==> src/rtl/grf_wb_arbiter.sv <==
// grf_wb_arbiter: owns the single GRF write port and shares it between
// the W stage and a long-latency unit whose results arrive out of band.
//
// Ports:
//   clk, reset          clock, synchronous active-high reset
//   pipe_we/waddr/wdata W-stage write request
//   lu_valid/ready      long-latency result handshake (FIFO push)
//   lu_waddr/wdata      long-latency result destination and data
//   iss_lu/iss_waddr    long-latency op issued, and its destination
//   dec_rs/rt/we/rd     D-stage operands and destination
//   stall               D-stage hazard on a pending register
//   pipe_hold           one-cycle freeze when buffered results starve
//   grf_we/waddr/wdata  GRF write port
//
// Optional macro GRF_WB_BYPASS_EN: grant a long-latency result straight
// to the GRF when the FIFO is empty and the pipeline is not writing.

module grf_wb_arbiter #(
    parameter int DEPTH        = 2,
    parameter int STARVE_LIMIT = 4,
    parameter int CNT_W        = 2
) (
    input  logic        clk,
    input  logic        reset,
    input  logic        pipe_we,
    input  logic [4:0]  pipe_waddr,
    input  logic [31:0] pipe_wdata,
    input  logic        lu_valid,
    output logic        lu_ready,
    input  logic [4:0]  lu_waddr,
    input  logic [31:0] lu_wdata,
    input  logic        iss_lu,
    input  logic [4:0]  iss_waddr,
    input  logic [4:0]  dec_rs,
    input  logic [4:0]  dec_rt,
    input  logic        dec_we,
    input  logic [4:0]  dec_rd,
    output logic        stall,
    output logic        pipe_hold,
    output logic        grf_we,
    output logic [4:0]  grf_waddr,
    output logic [31:0] grf_wdata
);

    localparam int AW = (DEPTH > 1) ? $clog2(DEPTH) : 1;
    localparam int SW = $clog2(STARVE_LIMIT + 1);
    localparam logic [AW:0]   FULL_CNT = DEPTH[AW:0];
    localparam logic [SW-1:0] STV_LAST = SW'(STARVE_LIMIT - 1);

    logic [4:0]       fifo_addr [DEPTH];
    logic [31:0]      fifo_data [DEPTH];
    logic [AW-1:0]    rd_ptr;
    logic [AW-1:0]    wr_ptr;
    logic [AW:0]      count;
    logic [CNT_W-1:0] pend [32];
    logic [SW-1:0]    starve;

    logic        empty;
    logic        full;
    logic        pipe_eff;
    logic        pipe_gnt;
    logic        fifo_gnt;
    logic        byp_gnt;
    logic        lu_commit;
    logic        push;
    logic        pop;
    logic        inc;
    logic        dec;
    logic [4:0]  cm_addr;
    logic [31:0] cm_data;

    assign empty    = (count == '0);
    assign full     = (count == FULL_CNT);
    assign lu_ready = !full && !reset;

    always_comb begin
        pipe_eff = pipe_we && (pipe_waddr != 5'd0);
        // During pipe_hold the W-stage request is a replay; ignore it.
        fifo_gnt = !reset && !empty && (pipe_hold || !pipe_eff);
        pipe_gnt = !reset && !pipe_hold && pipe_eff;
`ifdef GRF_WB_BYPASS_EN
        byp_gnt  = empty && !pipe_gnt && lu_valid && lu_ready;
`else
        byp_gnt  = 1'b0;
`endif
        lu_commit = fifo_gnt || byp_gnt;
        push      = lu_valid && lu_ready && !byp_gnt;
        pop       = fifo_gnt;
        cm_addr   = fifo_gnt ? fifo_addr[rd_ptr] : lu_waddr;
        cm_data   = fifo_gnt ? fifo_data[rd_ptr] : lu_wdata;
        inc       = iss_lu && (iss_waddr != 5'd0);
        dec       = lu_commit && (cm_addr != 5'd0);
    end

    // Entries for $0 are consumed without touching the port.
    always_comb begin
        grf_we    = 1'b0;
        grf_waddr = 5'd0;
        grf_wdata = 32'd0;
        unique case (1'b1)
            pipe_gnt: begin
                grf_we    = 1'b1;
                grf_waddr = pipe_waddr;
                grf_wdata = pipe_wdata;
            end
            dec: begin
                grf_we    = 1'b1;
                grf_waddr = cm_addr;
                grf_wdata = cm_data;
            end
            default: ;
        endcase
    end

    always_ff @(posedge clk) begin
        if (push) begin
            fifo_addr[wr_ptr] <= lu_waddr;
            fifo_data[wr_ptr] <= lu_wdata;
        end
    end

    always_ff @(posedge clk) begin
        if (reset) begin
            rd_ptr <= '0;
            wr_ptr <= '0;
            count  <= '0;
        end else begin
            if (push)
                wr_ptr <= wr_ptr + 1'b1;
            if (pop)
                rd_ptr <= rd_ptr + 1'b1;
            unique case ({push, pop})
                2'b10:   count <= count + 1'b1;
                2'b01:   count <= count - 1'b1;
                default: ;
            endcase
        end
    end

    // Issue and commit of the same register in one cycle cancel out.
    always_ff @(posedge clk) begin
        if (reset) begin
            for (int r = 0; r < 32; r++)
                pend[r] <= '0;
        end else begin
            for (int r = 1; r < 32; r++) begin
                if (inc && iss_waddr == 5'(r) &&
                    !(dec && cm_addr == 5'(r)))
                    pend[r] <= pend[r] + 1'b1;
                else if (dec && cm_addr == 5'(r) &&
                         !(inc && iss_waddr == 5'(r)))
                    pend[r] <= pend[r] - 1'b1;
            end
        end
    end

    always_comb begin
        stall = ((dec_rs != 5'd0) && (pend[dec_rs] != '0)) ||
                ((dec_rt != 5'd0) && (pend[dec_rt] != '0)) ||
                (dec_we && (dec_rd != 5'd0) && (pend[dec_rd] != '0));
    end

    // The hold cycle always pops the FIFO head, so pipe_hold self-clears.
    always_ff @(posedge clk) begin
        if (reset) begin
            starve    <= '0;
            pipe_hold <= 1'b0;
        end else if (empty || pop) begin
            starve    <= '0;
            pipe_hold <= 1'b0;
        end else if (starve == STV_LAST) begin
            starve    <= '0;
            pipe_hold <= 1'b1;
        end else begin
            starve    <= starve + 1'b1;
            pipe_hold <= 1'b0;
        end
    end

endmodule
==> config.mk <==
export PLATFORM = sky130hd
export DESIGN_NAME = grf_wb_arbiter
export DESIGN_NICKNAME = d
export VERILOG_FILES = /design/src/rtl/grf_wb_arbiter.sv
export SDC_FILE = /design/constraint.sdc
export NUM_CORES = 1
export LEC_CHECK = 0
export ABC_CLOCK_PERIOD_IN_PS = 5500
export CORE_ASPECT_RATIO = 1.4
export CORE_MARGIN = 2
export CORE_UTILIZATION = 58
export DETAILED_ROUTE_END_ITERATION = 6
export PLACE_DENSITY = 0.86
export SYNTH_ARGS = -nofsm -noshare
export SYNTH_HDL_FRONTEND = slang
export SYNTH_SLANG_ARGS = --single-unit
==> constraint.sdc <==
create_clock -name clk -period 5.5 [get_ports clk]
set_input_delay 1.1 -clock clk [delete_from_list [all_inputs] [get_ports clk]]
set_output_delay 1.1 -clock clk [all_outputs]
set_load 0.1 [all_outputs]
Word level (Yosys, flattened, before mapping)
Memories as Yosys holds them, arrays and structs flattened. A register that Yosys moved wholly into a read port is not among the register bits. Cells that the tools add are included. Widths: inputs -> output; s select.

Flip-flop bits (word level): 8. Memory bits (writable): 138. Input bits: 100. Output and inout port bits: 41. Logic and storage cells: 719. Memories: 3.

Memories: fifo_data (depth 2, width 32, rd ports 1, clocked after memory_dff 1, write ports 1, RTL line 51) `logic [31:0] fifo_data [DEPTH];`; pend (depth 32, width 2, rd ports 34, clocked after memory_dff 0, write ports 32, RTL line 55) `logic [CNT_W-1:0] pend [32];`; fifo_addr (depth 2, width 5, rd ports 1, clocked after memory_dff 1, write ports 1, RTL line 50) `logic [4:0] fifo_addr [DEPTH];`.

Add/sub/neg operators: 67. Eq/ne operators: 66. Muxes and demuxes: 294. Bitwise gates (word level): 62. Reduce and logical (&&, ||, !) cells: 222.

Operators by type and width (count): $mux 1 (227); $eq 5x5->1 const B (32); $logic_and 1x1->1 (137); $mux 2 (62); $eq 5x4->1 const B (16); $logic_not 1->1 (67); $add 2x1->2 const B (32); $pmux 32 s2 (1); $sub 2x1->2 const B (32); $or 1x1->1 (62); $eq 5x3->1 const B (8); $mux 32 (1); $reduce_bool 5->1 (6); $eq 5x2->1 const B (4); $eq 5x1->1 const B (2); $pmux 5 s2 (1); $reduce_bool 2->1 (4); $mux 5 (1); $eq 2x2->1 const B (2); $logic_or 1x1->1 (4); $pmux 2 s2 (1); $reduce_or 2->1 (2); $add 3x1->3 const B (1); $eq 3x2->1 const B (1); 4 further kinds (5).

Depth between registers and ports, before layout
Gate-level depths: netlist of run 1.

Word-level depth: 16. Gate-level depth with buffers: 8. Mapped depth without buffers: 8.

Worst setup path after synthesis of run 1
OpenSTA, ideal clock, no wires.

Kind: input-to-output. Start point: input pipe_waddr[3]. End point: output grf_wdata[15]. Arrival time: 4.616 ns. Data required time: 4.400 ns. Path slack: -0.216 ns. Stages on the path: 7. Cells stage by stage: or4_4 o21ai_1 nand2_1 inv_1 o21ai_1 clkbuf_1 o21ai_0.

Longest elaborated chain between the ends: 9.

Ends and longest elaborated chain: start: declaration (RTL line 26) `input logic [4:0] pipe_waddr,`; $reduce_bool 5->1 (*) (RTL line 77) `pipe_eff = pipe_we && (pipe_waddr != 5'd0);`; $logic_and 1x1->1 (*) (RTL line 77); $logic_not 1->1 (RTL line 79) `fifo_gnt = !reset && !empty && (pipe_hold || !pipe_eff);`; $logic_or 1x1->1 (RTL line 79); $logic_and 1x1->1 (RTL line 79); $mux 5 (RTL line 89) `cm_addr = fifo_gnt ? fifo_addr[rd_ptr] : lu_waddr;`; $reduce_bool 5->1 (RTL line 92) `dec = lu_commit && (cm_addr != 5'd0);`; $logic_and 1x1->1 (RTL line 92); $pmux 32 s2 (*) (RTL line 100) `unique case (1'b1)`; end: declaration (RTL line 42) `output logic [31:0] grf_wdata`.

Every way passes the cells marked *; elsewhere a longest branch is shown, timed or not.

Worst setup path after layout of run 1
Start point: input pipe_waddr[3]. End point: output grf_wdata[26].

Same word-level chain as after synthesis.

==> qor.txt, run 1 <==
Die W = 105 um
Placement Cell Area = 0.0101 sq mm
Root Driver = clkbuf_16
n_diodes = 0
initial antenna violation count = 0
Synth area leaders = edfxtp_1 (49%), mux2i_1 (5.2%), nor2_1 (4.3%)
via/cell ratio = 6.22
initial DRC count = 713
ANT nets after route = 0
worst endpoint data arrival time = 4.09 ns
syn avg cell area = 10.5 sq um
Least-Margin Pin Slew = 1.27 ns
filler cell count = 919
peak fanout along the critical path = 33
fin crit period = 5.19 ns
worst skew pair latency = 0.43 ns
DP Worst Slack = 0.440 ns
post-synthesis async set-or-reset flop share = 0%
Crit Path Class = in2out
Max rail drop VDD = 0.000224 V
Setup Fix Bufs, Post-CTS = 0
IO Port Bufs = 140
Gate Count Post-Synth = 788
Main synth FF type = edfxtp_1
normalized max-slew margin = 15.6%
sequential-to-total area share from yosys stat = 51.5%
mapped cell area = 0.00828 sq mm
vias in the first global route = 6882
maxcap violations = 0
Pwr per Cell Area = 291 mW/mm^2
path category of the worst min-delay check = reg2reg
Worst setup EP type = primary output
status = complete, no violations
Rows = 51
Final Cycle Share = 94.3%
final instance area = 0.0107 sq mm
Pwr Total = 0.00311 W
clk sinks = 145
pin count of the biggest net entering global routing = 83
starting density of the core = 59.5%
Pleak = 3.65 nW
RSZ-0062 raised after global routing = no
# hold bufs at CTS = 0
Yosys top cell by area = edfxtp_1
TritonCTS Buffers = 17
Worst Slack Setup Final = 0.312 ns
Tot GR Track Use = 29.6%
Mapped Nets = 891
GPL Wtd Cong = 0.866
io pins = 141
first-pass GRT wire length = 35300 um
remaining routing DRC violations = 0
die footprint = 0.0153 sq mm
Synth top area share = 49.3%
final hold vios = 0
total gr overflow = 0
Die Height = 145 um
CTS tree = yes
synth-to-layout area growth = 29.1%
CORE AREA = 0.0139 sq mm
Max Slew Vio Count = 0
CTS Buffer Depth = 2
synth unique cells = 64
post-DP HPWL = 15800 um
most common cell in the netlist = edfxtp_1
drt pass-1 iters = 6
Max Clk Rate = 0.193 GHz
fraction of layout cells with a size suffix above 1 = 13.0%
YS warnings = 0
post-CTS sizing = 0
startpoint type of the worst setup path = primary input
NumNets Final = 1016
H-tree Lvls = 4
EDFF count, synth = 136
WP data required = 4.40 ns
synth cell count leaders = edfxtp_1 (136), nor2_1 (94), nand2_1 (88)
via count of the routed design = 6912
Setup-failing EPs final = 0
clk slew on worst S/H paths = 0.07 ns
hold_ws = 0.437 ns
DRT Wirelength = 22100 um
Clock Skews = 0.0140 ns
flops & latches, synth = 145
WL/cell = 19.9 um
[state kept, by name, indices dropped and copies added, names as in the netlist, named ones only]
| register | cells |
|---|---|
| count | 2 |
| fifo_addr | 10 |
| fifo_data | 64 |
| pend | 62 |
| pipe_hold | 1 |
| rd_ptr | 1 |
| starve | 3 |
| wr_ptr | 1 |
[metrics by stage]
step | utilization [%] | TNS, ns | cells
after floorplan | - | -4.36 | 788
after global placement | 72.8 | 0 | 1079
after detailed placement | 72.8 | 0 | 1079
after CTS | 76.8 | 0 | 1111
after global routing | 76.8 | 0 | 1111
final | 76.8 | 0 | 1111
[per-layer routing]
layer  track usage [%]  part of all wire, %
met2              52.0                   51
met3              7.30                  7.7
met5                 0                    0
met4              13.1                  3.9
met1              34.1                   37
[cells by family after synthesis]
logic type	after synthesis	share of synthesized area [%]
xor gates and xnor gates	48	5.08
buffers and inverters	48	2.22
muxes	57	8.88
AOI/OAI and AO/OA	153	11.7
adders and majority gates	3	0.454
DFF	145	51.5
and+or+nand+nor	334	20.2
[report_power, final]
part	leakage, nW	switching [W]	internal [W]
Combinational	2.00	0.000422	0.000266
Sequential	1.39	0.0000465	0.00127
Clock	0.264	0.000477	0.000627
Total	3.65	0.000945	0.00217
[path summary, 6_finish.rpt]
path / startpoint / to / slack, ns / cells after the start
min: starve[0]$_SDFF_PP0_ / starve[0]$_SDFF_PP0_ / 0.44 / 1
max: pipe_waddr[3] / grf_wdata[26] / 0.31 / 8
max reg2reg: flip-flop / pend[18][0]$_SDFFCE_PP0P_ / 2.54 / 5
min reg2reg: starve[0]$_SDFF_PP0_ / starve[0]$_SDFF_PP0_ / 0.44 / 1
[layout by cell type (no fill, tap or decap), drive strengths merged, types with 4 or more instances in the layout]
cell,instances
clkdlybuf4s50,100
a21oi,44
nor3,35
nor4,6
mux2i,43
clkbuf,18
inv,12
and3,5
mux4,13
o21ai,55
or4,4
nand3,19
nor2,94
nor2b,8
clkinv,5
clkinvlp,4
nand2b,8
xnor2,31
edfxtp,136
or3,25
nand2,88
dfxtp,9
nand3b,5
or3b,18
buf,46
a211oi,19
xor2,17
and2,5
[final cells by class]
class,count,area (sq um),share of cell area [%]
Clock inverter,14,131,1.23
Sequential cell,145,4270,39.9
Timing Repair Buffer,146,1760,16.4
Clock buffer,18,429,4.02
Inverter,8,30.0,0.281
Tap cell,185,231,2.17
Multi-Input combinational cell,595,3840,36.0
[critical path, cell delays in order]
cell and delay, ns:
clkdlybuf4s50_1 0.43, or4_4 0.58, o21ai_1 0.32, nand2_1 0.26
inv_1 0.22, o21ai_2 0.37, o21ai_0 0.54, buf_12 0.24
No activity file was read; power rests on OpenSTA's default activity.
==> inputs of run 2 (changes only) <==
Settings changed: CTS_CLUSTER_SIZE from default to 24.
==> results of run 2 <==
The final DEF is identical to that of run 1; final timing and power are the same.
==> inputs of run 3 (changes only) <==
Settings changed: ABC_CLOCK_PERIOD_IN_PS 5500 to 5600, CORE_UTILIZATION 58 to 54, PLACE_DENSITY 0.86 to 0.81.
Clock period 5.5 ns to 5.6 ns, I/O delays scaled along.
==> qor.txt, run 3 (same netlist as run 1, synthesis figures left out) <==
starting density of the core = 55.2% (-4.3 points)
GR peak layer = met2
post-CTS sizing = 0 (unchanged)
die footprint = 0.0163 sq mm (+7.2%)
initial DRC count = 697 (-2.2%)
CTS Buffer Depth = 2 (unchanged)
worst endpoint data arrival time = 4.00 ns (-0.09 ns)
# hold bufs at CTS = 0 (unchanged)
max FFs per register = 64 (unchanged)
Placed Cells = 1083 (+0.37%)
most flop-heavy register = fifo_data
TritonCTS Buffers = 17 (unchanged)
met3 Use GR = 7.27% (-0.027 points)
most frequent cells in the layout = edfxtp_1 (136), clkdlybuf4s50_1 (100), nor2_1 (92)
startpoint type of the worst setup path = primary input
first-pass GRT wire length = 33900 um (-4.0%)
Max Slew Vio Count = 0 (unchanged)
pin count of the biggest net entering global routing = 80 (-3.6%)
Least-Margin Pin Slew = 1.28 ns (+0.00901 ns)
WP data required = 4.48 ns (+0.08 ns)
post-layout util = 71.3% (-5.5 points)
final hold vios = 0 (unchanged)
Die W = 109 um (+3.5%)
normalized max-slew margin = 15.0% (-0.60 points)
via count of the routed design = 6689 (-3.2%)
commonest non-fill, non-tap cell in the layout = edfxtp_1
initial antenna violation count = 0 (unchanged)
Rows = 53 (+3.9%)
maxcap violations = 0 (unchanged)
routing usage on met2 = 46.5% (-5.5 points)
Worst Hold Path Cells = 1 (unchanged)
Max Clk Rate = 0.195 GHz
via/cell ratio = 6.00 (-3.6%)
fin cells = 1115 (+0.36%)
clk slew on worst S/H paths = 0.06 ns (about the same)
total gr overflow = 0 (unchanged)
H-tree Lvls = 4 (unchanged)
GPL Wtd Cong = 0.914 (+5.6%)
Pleak = 3.64 nW (-0.17%)
Final Cycle Share = 91.4%
path category of the worst min-delay check = reg2reg
Setup Fix Bufs, Post-CTS = 0 (unchanged)
clk sinks = 145 (unchanged)
Setup-failing EPs final = 0 (unchanged)
io pins = 141 (unchanged)
largest registers = fifo_data x64, pend x62, fifo_addr x10
Worst setup EP type = primary output
IO Port Bufs = 140 (unchanged)
CORE AREA = 0.0150 sq mm (+7.7%)
fin crit period = 5.12 ns
worst skew pair latency = 0.41 ns (-0.02 ns)
Max rail drop VDD = 0.000209 V (-6.7%)
Pwr per Cell Area = 288 mW/mm^2 (-1.2%)
vias in the first global route = 6737 (-2.1%)
Crit Path Class = in2out
RSZ-0062 raised after global routing = no
Die Height = 150 um (+3.5%)
fraction of layout cells with a size suffix above 1 = 12.6% (-0.39 points)
Root Driver = clkbuf_16
WL/cell = 19.1 um (-3.8%)
NumNets Final = 1013 (-0.30%)
remaining routing DRC violations = 0 (unchanged)
ANT nets after route = 0 (unchanged)
filler cell count = 1091 (+19%)
peak fanout along the critical path = 33 (unchanged)
Clock Skews = 0.00948 ns (-0.00450 ns)
met1 global-route usage = 32.0% (-2.2 points)
CTS tree = yes
DRT Wirelength = 21300 um (-3.5%)
n_diodes = 0 (unchanged)
status = complete, no violations
post-DP HPWL = 15400 um (-2.2%)
Tot GR Track Use = 27.4% (-2.3 points)
Worst R2R Path Depth = 6 (+1)
synth-to-layout area growth = 29.2% (about the same)
drt pass-1 iters = 5 (-1)
-- run 3: cell count changes in the layout (fill, tap and decap cells not counted), sizes merged --
cell | before | now
clkbuf | 18 | 17
buf | 46 | 43
bufinv | 1 | 2
-- run 3: worst max-delay path, stage by stage --
cell and delay, ns:
clkdlybuf4s50_1 0.43, or4_4 0.58, o21ai_1 0.28, nand2_1 0.26, inv_1 0.22, o21ai_2 0.38, o21ai_0 0.49, buf_12 0.23
-- run 3: worst paths after layout --
path | start | slack [ns] | to
worst max-delay path | pipe_waddr[3] | 0.48 | grf_wdata[20]
worst min-delay path | starve[0]$_SDFF_PP0_ | 0.44 | starve[0]$_SDFF_PP0_
worst max register to register | flip-flop | 2.30 | pend[20][1]$_SDFFCE_PP0P_
worst min register to register | starve[0]$_SDFF_PP0_ | 0.44 | starve[0]$_SDFF_PP0_
-- run 3: cell type report --
class	instances	area, sq um	area share (%)
sequential	145	4270	39.9
multi-input combinational	595	3840	35.9
timing repair buffer	143	1730	16.2
clock buffer	17	425	3.98
tap	192	240	2.25
clock inverter	15	155	1.45
inverter	8	30.0	0.281
-- run 3: through the flow --
step           worst slack (ns)  setup TNS (ns)  instance area (sq um)  total power, W  hold slack (ns)
2_1_floorplan            -0.156           -3.08                   8280         0.00173            0.408
3_3_place_gp              0.685               0                  10100         0.00197            0.418
3_5_place_dp              0.565               0                  10100         0.00198            0.428
4_1_cts                   0.523               0                  10700         0.00308            0.436
5_1_grt                   0.307               0                  10700         0.00317            0.451
6_report                  0.479               0                  10700         0.00308            0.436
-- run 3: metal layers --
layer | wire, um | vias up | part of all wire, %
li1 | - | 3202 | -
met1 | 8010 | 3128 | 38
met2 | 10700 | 304 | 50
met3 | 1780 | 55 | 8.4
met4 | 798 | 0 | 3.7
met5 | 0 | - | 0
-- run 3: power breakdown --
part,internal [W],switching (W)
Clock,0.000658,0.000456
Combinational,0.000259,0.000408
Sequential,0.00125,0.0000445
Total,0.00217,0.000908
